[config.mk]
export PLATFORM = sky130hd
export DESIGN_NAME = sel_mux_pipe
export DESIGN_NICKNAME = d
export VERILOG_FILES = /design/src/rtl/sel_mux_pkg.sv /design/src/rtl/rr_next_sel.sv /design/src/rtl/sel_mux_pipe.sv
export SDC_FILE = /design/constraint.sdc
export NUM_CORES = 1
export LEC_CHECK = 0
export BUFFER_PORTS_ARGS = -buffer_cell sky130_fd_sc_hd__clkbuf_2
export CAP_MARGIN = 20
export CORE_MARGIN = 8
export CORE_UTILIZATION = 42
export CTS_CLUSTER_DIAMETER = 100
export DETAILED_ROUTE_END_ITERATION = 7
export PLACE_DENSITY = 0.93
export SKIP_LAST_GASP = 1
export SLEW_MARGIN = 20
export SYNTH_ARGS = -nofsm -noshare
export SYNTH_HDL_FRONTEND = slang
export SYNTH_SLANG_ARGS = --single-unit
export TNS_END_PERCENT = 5
[constraint.sdc]
create_clock -name clk -period 2.6 [get_ports clk]
set_input_delay 0.26 -clock clk [delete_from_list [all_inputs] [get_ports clk]]
set_output_delay 0.26 -clock clk [all_outputs]
set_load 0.01 [all_outputs]
[src/rtl/sel_mux_pkg.sv]
// Shared constants and helpers for the sel_mux_pipe channel selector.
package sel_mux_pkg;

    localparam int DEFAULT_WIDTH  = 16;
    localparam int DEFAULT_NUM_IN = 8;

    // Select width for a given channel count; NUM_IN is at least 2.
    function automatic int sel_width(input int num_in);
        return (num_in > 1) ? $clog2(num_in) : 1;
    endfunction

endpackage

[src/rtl/rr_next_sel.sv]
// Round-robin next-channel picker: first valid channel strictly above cur, with
// wrap-around; cur itself is the last candidate, and cur is kept when none is valid.
module rr_next_sel
    import sel_mux_pkg::*;
#(
    parameter int NUM_IN = DEFAULT_NUM_IN,
    localparam int SEL_W = sel_width(NUM_IN)
) (
    input  logic [NUM_IN-1:0] valid,
    input  logic [SEL_W-1:0]  cur,
    output logic [SEL_W-1:0]  next
);

    logic found;

    // NOTE: every variable written here gets a default first, so no latch is inferred.
    always_comb begin
        next  = cur;
        found = 1'b0;
        for (int k = 1; k <= NUM_IN; k++) begin
            for (int j = 0; j < NUM_IN; j++) begin
                if (!found && valid[j] && (j == (int'(cur) + k) % NUM_IN)) begin
                    next  = SEL_W'(j);
                    found = 1'b1;
                end
            end
        end
    end

endmodule

[src/rtl/sel_mux_pipe.sv]
// Registered N:1 valid/ready channel selector with one output stage.
// Define SEL_MUX_RR_EN to replace the loaded select with round-robin arbitration.
module sel_mux_pipe
    import sel_mux_pkg::*;
#(
    parameter int WIDTH  = DEFAULT_WIDTH,
    parameter int NUM_IN = DEFAULT_NUM_IN,
    localparam int SEL_W = sel_width(NUM_IN)
) (
    input  logic                    clk,
    input  logic                    rst_n,
    input  logic [NUM_IN*WIDTH-1:0] in_data,
    input  logic [NUM_IN-1:0]       in_valid,
    output logic [NUM_IN-1:0]       in_ready,
    input  logic [SEL_W-1:0]        sel,
    input  logic                    sel_load,
    output logic [WIDTH-1:0]        out_data,
    output logic                    out_valid,
    input  logic                    out_ready,
    output logic [SEL_W-1:0]        cur_sel,
    output logic                    sel_err
);

    logic [WIDTH-1:0] sel_data;
    logic             sel_valid;
    logic             can_accept;
    logic             take;

    always_comb begin
        sel_data  = '0;
        sel_valid = 1'b0;
        for (int i = 0; i < NUM_IN; i++) begin
            if (cur_sel == SEL_W'(i)) begin
                sel_data  = in_data[i*WIDTH +: WIDTH];
                sel_valid = in_valid[i];
            end
        end
    end

    // The output stage accepts when empty or when its word drains this cycle.
    assign can_accept = !out_valid || out_ready;
    assign take       = sel_valid && can_accept && rst_n;

    always_comb begin
        in_ready = '0;
        for (int i = 0; i < NUM_IN; i++) begin
            in_ready[i] = rst_n && can_accept && (cur_sel == SEL_W'(i));
        end
    end

`ifdef SEL_MUX_RR_EN
    logic [SEL_W-1:0] rr_next;
    logic             unused_sel_inputs;

    assign unused_sel_inputs = ^{sel, sel_load};

    rr_next_sel #(.NUM_IN(NUM_IN)) u_rr_next_sel (
        .valid (in_valid),
        .cur   (cur_sel),
        .next  (rr_next)
    );
`else
    logic sel_in_range;

    assign sel_in_range = int'(sel) < NUM_IN;
`endif

    // NOTE: sequential state uses non-blocking assignments so all registers
    // update together from values sampled at the same edge.
    always_ff @(posedge clk) begin
        if (!rst_n) begin
            out_data  <= '0;
            out_valid <= 1'b0;
            cur_sel   <= '0;
            sel_err   <= 1'b0;
        end else begin
            if (take) begin
                out_data  <= sel_data;
                out_valid <= 1'b1;
            end else if (out_ready) begin
                out_valid <= 1'b0;
            end

`ifdef SEL_MUX_RR_EN
            // Move on after a transfer, or away from an idle channel.
            if (take || !sel_valid) begin
                cur_sel <= rr_next;
            end
`else
            // A coinciding transfer already used the old cur_sel above.
            if (sel_load) begin
                if (sel_in_range) begin
                    cur_sel <= sel;
                end else begin
                    sel_err <= 1'b1;
                end
            end
`endif
        end
    end

endmodule

==> results of run 1 <==
==> where the power goes <==
group	total [mW]	switching (mW)	internal, mW	leakage [nW]
combinational	0.463	0.226	0.237	1.27
sequential	0.379	0.0296	0.349	0.166
clock	0.199	0.0962	0.103	0.0216
==> per-stage QoR <==
stage | total power [mW] | setup WS, ns
after floorplan | 0.650 | 0.840
after global placement | 0.827 | 0.785
after detailed placement | 0.845 | 0.655
after CTS | 1.04 | 0.590
after global routing | 1.10 | 0.417
final | 1.04 | 0.563
==> sequential cells by signal, indices dropped and copies added (netlist names) <==
signal and cells:
out_data 16, cur_sel 3, out_valid 1
==> final cells by class <==
| class | count | area (sq um) |
|---|---|---|
| fill | 426 | 1800 |
| multi-input combinational | 196 | 1430 |
| timing repair buffer | 178 | 911 |
| sequential | 20 | 403 |
| tap | 54 | 67.6 |
| clock buffer | 3 | 41.3 |
| inverter | 2 | 7.51 |
==> critical path, delay by kind of cell, from the launching register on <==
kind,cells,cell delay [ns]
buffers and inverters,3,0.64
DFF,1,0.32
and+or+nand+nor,2,0.55
==> per-layer routing <==
metal  track usage  vias to the layer above
li1              -                     1217
met1         0.246                     1173
met2         0.390                      141
met3        0.0627                       22
met4        0.0809                        0
met5             0                        -
==> cells by family after synthesis <==
group | share of synthesized area
AO/OA/AOI/OAI | 0.259
AND/OR/NAND/NOR | 0.141
multiplexers | 0.313
buffers and inverters | 0.0835
flip-flops | 0.201
other | 0.00188
==> worst max path at each step <==
| stage | startpoint | to | slack, ns |
|---|---|---|---|
| after floorplan | cur_sel[0] | in_ready[1] | 0.84 |
| after global placement | cur_sel[1] | out_data[8] | 0.78 |
| after detailed placement | cur_sel[1] | out_data[15] | 0.65 |
| after CTS | cur_sel[1] | in_ready[4] | 0.59 |
| after global routing | cur_sel[1] | out_data[15] | 0.42 |
| final | cur_sel[1] | in_ready[4] | 0.56 |
==> layout by cell type (no fill, tap or decap), types with 4 or more instances in the layout <==
| cell | n |
|---|---|
| nor2b_1 | 5 |
| a22o_1 | 9 |
| dfxtp_1 | 18 |
| nand2_1 | 29 |
| a22oi_1 | 9 |
| nor3_1 | 5 |
| a21oi_1 | 9 |
| o211ai_1 | 8 |
| a21o_1 | 6 |
| mux2i_1 | 50 |
| mux2_2 | 7 |
| buf_4 | 8 |
| nor2_1 | 12 |
| nand2b_1 | 4 |
| o21ai_0 | 9 |
| clkbuf_2 | 170 |
| o22ai_1 | 18 |
==> flow_metrics.tcl, run 1 <==
set metrics [dict create \
    status "finished clean" \
    ys_top_cells_by_area "mux2i_1, dfxtp_1, o22ai_1, nand2_1, a22o_1" \
    ys_seq_elements 20 \
    p_leak_nw 1.46 \
    drv_cap 0 \
    clk_pin_slew_worst_paths_ns 0.07 \
    post-route-util 0.613 \
    netlist_area_sq_um 1990 \
    port_buffers 170 \
    post-synth-top-count-cell "mux2i_1" \
    dr_wl_met2_microns 4130 \
    ys.flop_type "dfxtp_1" \
    grt_pass1_wl_microns 13100 \
    r2r_cells 7 \
    reg2reg_to "out_data[15]" \
    die_x_microns 84.9 \
    min_to "cur_sel[0]" \
    dp.final_hpwl_microns 6770 \
    cts.sinks 20 \
    dieArea_sq_um 7210 \
    critPathRequiredTime_ns 2.34 \
    slowest_delay_ns 0.32 \
    hold_path.startpoint "sel[0]" \
    wirelength_microns 8210 \
    clockBufferDepth 2 \
    place_area_sq_um 2820 \
    path_cells "buf_4, inv_1, nand2_1, nor3_1, clkbuf_2" \
    std_cell_rows 25 \
    cp.arrival_ns 1.78 \
    hold_class "in2reg" \
    crit_fanout 24 \
    peakVddDrop_v 0.000259 \
    antenna_left 0 \
    post_cts_buffers 0 \
    n_antenna_cell 0 \
    drt-pass1-iter-count 5 \
    fin_crit_sh 0.783 \
    via_per_inst 5.64 \
    antenna_found_initial 0 \
    drive_gt1_frac 0.491 \
    fin_skew_ns 0.00470 \
    ioPinCount 172 \
    cp_slowest_cell "dfxtp_2" \
    drc 0 \
    finalHoldViolCount 0 \
    endpoint_kind "output pin" \
    final_design_area_no_fill_sq_um 2860 \
    syn-num-nets 385 \
    synth_edf_count 0 \
    grt_use_total 0.221 \
    tns_ns 0 \
    worstSetupStartpointType "flop" \
    synth_warnings 0 \
    setup_viol 0 \
    fmax_mhz 491 \
    async_flop_share 0 \
    fp.dieH_microns 84.9 \
    place_inst 450 \
    top_layer_used "met4" \
    cts_resized 0 \
    period_minus_slack_ns 2.04 \
    vias 2553 \
    p_per_area_nw_per_um2 364 \
    areaGrowthSynthToFinish_pct 43.3 \
    holdPathStages 3 \
    synth_top_cell_area_share 0.251 \
    reg2reg_from "cur_sel[1]" \
    coreArea_sq_um 4660 \
    grt_pass1_vias 2705 \
    clk_latency_ns 0.25 \
    place_congestion 0.815 \
    grt_overflow 0 \
    final_cells 453 \
    hold_ws_ns 0.284 \
    ys_seq_area_frac 0.201 \
    met1Wirelength_microns 3090 \
    slew_headroom 0.464 \
    grt_max_degree 38 \
    synthDistinctLibCells 35 \
    synth_area_leader_cell "mux2i_1" \
    rsz0062_at_grt "false" \
    cts_buffers 3 \
    wl_met3_microns 752 \
    final_nets 544 \
    drtIter0Drc 208 \
    synthCells 242 \
    cts_root_buffer "clkbuf_8" \
    h-tree-depth 1 \
    cts_tree "built" \
    start_util 0.428 \
    cts_hold_buffers 0 \
    slew_violations 0 \
    rrSetupSlack_ns 0.60 \
    routedWlPerCell_microns 18.1 \
    worst-slew-pin-transition_ns 0.802 \
    synth_commonest_cells "mux2i_1, nand2_1, dfxtp_1" \
    synth.avg_cell_area_sq_um 8.24 \
    path_class "reg2out" \
]
No activity file was read; power rests on OpenSTA's default activity.
==> run 2, diff against run 1 <==
--- a/config.mk
+++ b/config.mk
@@ -8,10 +8,10 @@
 export BUFFER_PORTS_ARGS = -buffer_cell sky130_fd_sc_hd__clkbuf_2
 export CAP_MARGIN = 20
 export CORE_MARGIN = 8
-export CORE_UTILIZATION = 42
+export CORE_UTILIZATION = 39
 export CTS_CLUSTER_DIAMETER = 100
 export DETAILED_ROUTE_END_ITERATION = 7
-export PLACE_DENSITY = 0.93
+export PLACE_DENSITY = 0.88
 export SKIP_LAST_GASP = 1
 export SLEW_MARGIN = 20
 export SYNTH_ARGS = -nofsm -noshare
==> constraint.sdc (replaced) <==
create_clock -name clk -period 2.15 [get_ports clk]
set_input_delay 0.215 -clock clk [delete_from_list [all_inputs] [get_ports clk]]
set_output_delay 0.215 -clock clk [all_outputs]
set_load 0.01 [all_outputs]
==> run 2 against run 1 <==
- hold slack got worse by 0.043 ns
- via count fell by 1.2%
- clock power rose by 48%
- worst setup slack got worse by 0.40 ns
- design area rose by 2.2%
- critical path type unchanged
- highest routed layer unchanged
==> flow_metrics.tcl, run 2 (synthesis gave the netlist of run 1 again) <==
set metrics [dict create \
    status "finished clean" \
    dp.final_hpwl_microns 6910 \
    setup_viol 0 \
    reg_top3 "out_data x16, cur_sel x3, out_valid x1" \
    cp_slowest_cell "dfxtp_1" \
    cts_resized 0 \
    fp.dieH_microns 87.5 \
    fmax_mhz 504 \
    holdPathStages 3 \
    cts_buffers 3 \
    crit_fanout 12 \
    path_buf_inv 2 \
    p_int_mw 0.877 \
    cp.arrival_ns 1.77 \
    endpoint_kind "output pin" \
    drtIter0Drc 111 \
    pwr-share-clk 0.223 \
    grt_pass1_vias 2746 \
    fin_crit_sh 0.922 \
    mostFrequentLayoutCells "clkbuf_2, mux2i_1, nand2_1" \
    tns_ns 0 \
    peakVddDrop_v 0.000261 \
    finalHoldViolCount 0 \
    period_minus_slack_ns 1.98 \
    slew_violations 0 \
    fin_skew_ns 0.00317 \
    n_antenna_cell 0 \
    cts_root_buffer "clkbuf_8" \
    regMostFlops "out_data" \
    port_buffers 170 \
    clk_latency_ns 0.26 \
    drt-pass1-iter-count 5 \
    cts.sinks 20 \
    dieArea_sq_um 7650 \
    via_per_inst 5.32 \
    cts_tree "built" \
    wirelength_microns 8280 \
    switching_share 0.335 \
    clk_pin_slew_worst_paths_ns 0.08 \
    largest_reg_flops 16 \
    cp_top_family "flip-flops" \
    worst-slew-pin-transition_ns 0.562 \
    antenna_left 0 \
    drc 0 \
    critPathRequiredTime_ns 1.93 \
    path_class "reg2out" \
    worstSetupStartpointType "flop" \
    post_cts_buffers 0 \
    seq_power_share 0.349 \
    start_util 0.398 \
    grt_use_total 0.203 \
    path_cells "buf_4, nand2_1, nor3_1, clkbuf_2" \
    die_x_microns 87.5 \
    routedWlPerCell_microns 17.5 \
    vias 2522 \
    grt_max_degree 23 \
    h-tree-depth 1 \
    std_cell_rows 26 \
    slowest_delay_ns 0.57 \
    drv_cap 0 \
    final_nets 548 \
    rsz0062_at_grt "false" \
    grt_pass1_wl_microns 12500 \
    ioPinCount 172 \
    coreArea_sq_um 5010 \
    slew_headroom 0.624 \
    p_per_area_nw_per_um2 452 \
    grt_overflow 0 \
    power_frac_comb 0.428 \
    place_congestion 0.808 \
    switching_power_mw 0.443 \
    hold_class "in2reg" \
    p_leak_nw 1.49 \
    cts_hold_buffers 0 \
    areaGrowthSynthToFinish_pct 46.5 \
    antenna_found_initial 0 \
    num-fill-cells 489 \
    drive_gt1_frac 0.498 \
    cp_num_cells 4 \
    hold_ws_ns 0.242 \
    final_common_cell "clkbuf_2" \
    clockBufferDepth 2 \
    r2r_cells 6 \
]
run 2: cell types whose count changed in the layout (fill, tap and decap cells not counted):
cell      before  now
buf_4          8   12
clkbuf_8       3    4
run 2: final timing paths:
path,start,end,slack (ns)
worst max-delay path,cur_sel[2],in_ready[4],0.17
worst max register to register,cur_sel[2],out_data[13],0.29
worst min register to register,out_data[8],out_data[8],0.46
worst min-delay path,in_data[52],out_data[4],0.24
run 2: routing by layer:
layer	track usage	part of all wire	vias up
met5	0	0	-
met4	0.0672	0.018	0
met3	0.0670	0.11	16
met2	0.347	0.49	131
met1	0.229	0.38	1153
li1	-	-	1222
run 2: cell type report:
cell class              count  area, sq um  share of cell area
inverters                   2         7.51             0.00257
well taps                  70         87.6              0.0300
repair buffers            182          941               0.322
flip-flops and latches     20          403               0.138
multi-input cells         196         1430               0.488
clock buffers               4         55.1              0.0189
run 2: worst reg2reg max path: cells and delay by family, from the launching register on:
kind / cells / cell delay [ns]
AOI/OAI and AO/OA: 3 / 0.60
buffers and inverters: 1 / 0.23
DFF: 1 / 0.57
muxes: 1 / 0.21
and+or+nand+nor: 1 / 0.17
run 2: power groups by stage:
stage	clock (mW)	sequential [mW]	combinational (mW)
floorplan	0	0.479	0.308
global placement	0	0.468	0.544
detailed placement	0	0.467	0.561
CTS	0.297	0.459	0.563
global route	0.310	0.466	0.612
finish	0.295	0.460	0.564
run 2: through the flow:
step | power, mW | instance area [sq um] | setup WS, ns | instances | utilization
2_1_floorplan | 0.786 | 1990 | 0.403 | 242 | -
3_3_place_gp | 1.01 | 2870 | 0.444 | 470 | 0.572
3_5_place_dp | 1.03 | 2870 | 0.315 | 470 | 0.572
4_1_cts | 1.32 | 2920 | 0.195 | 474 | 0.583
5_1_grt | 1.39 | 2920 | 0.0619 | 474 | 0.583
6_report | 1.32 | 2920 | 0.167 | 474 | 0.583
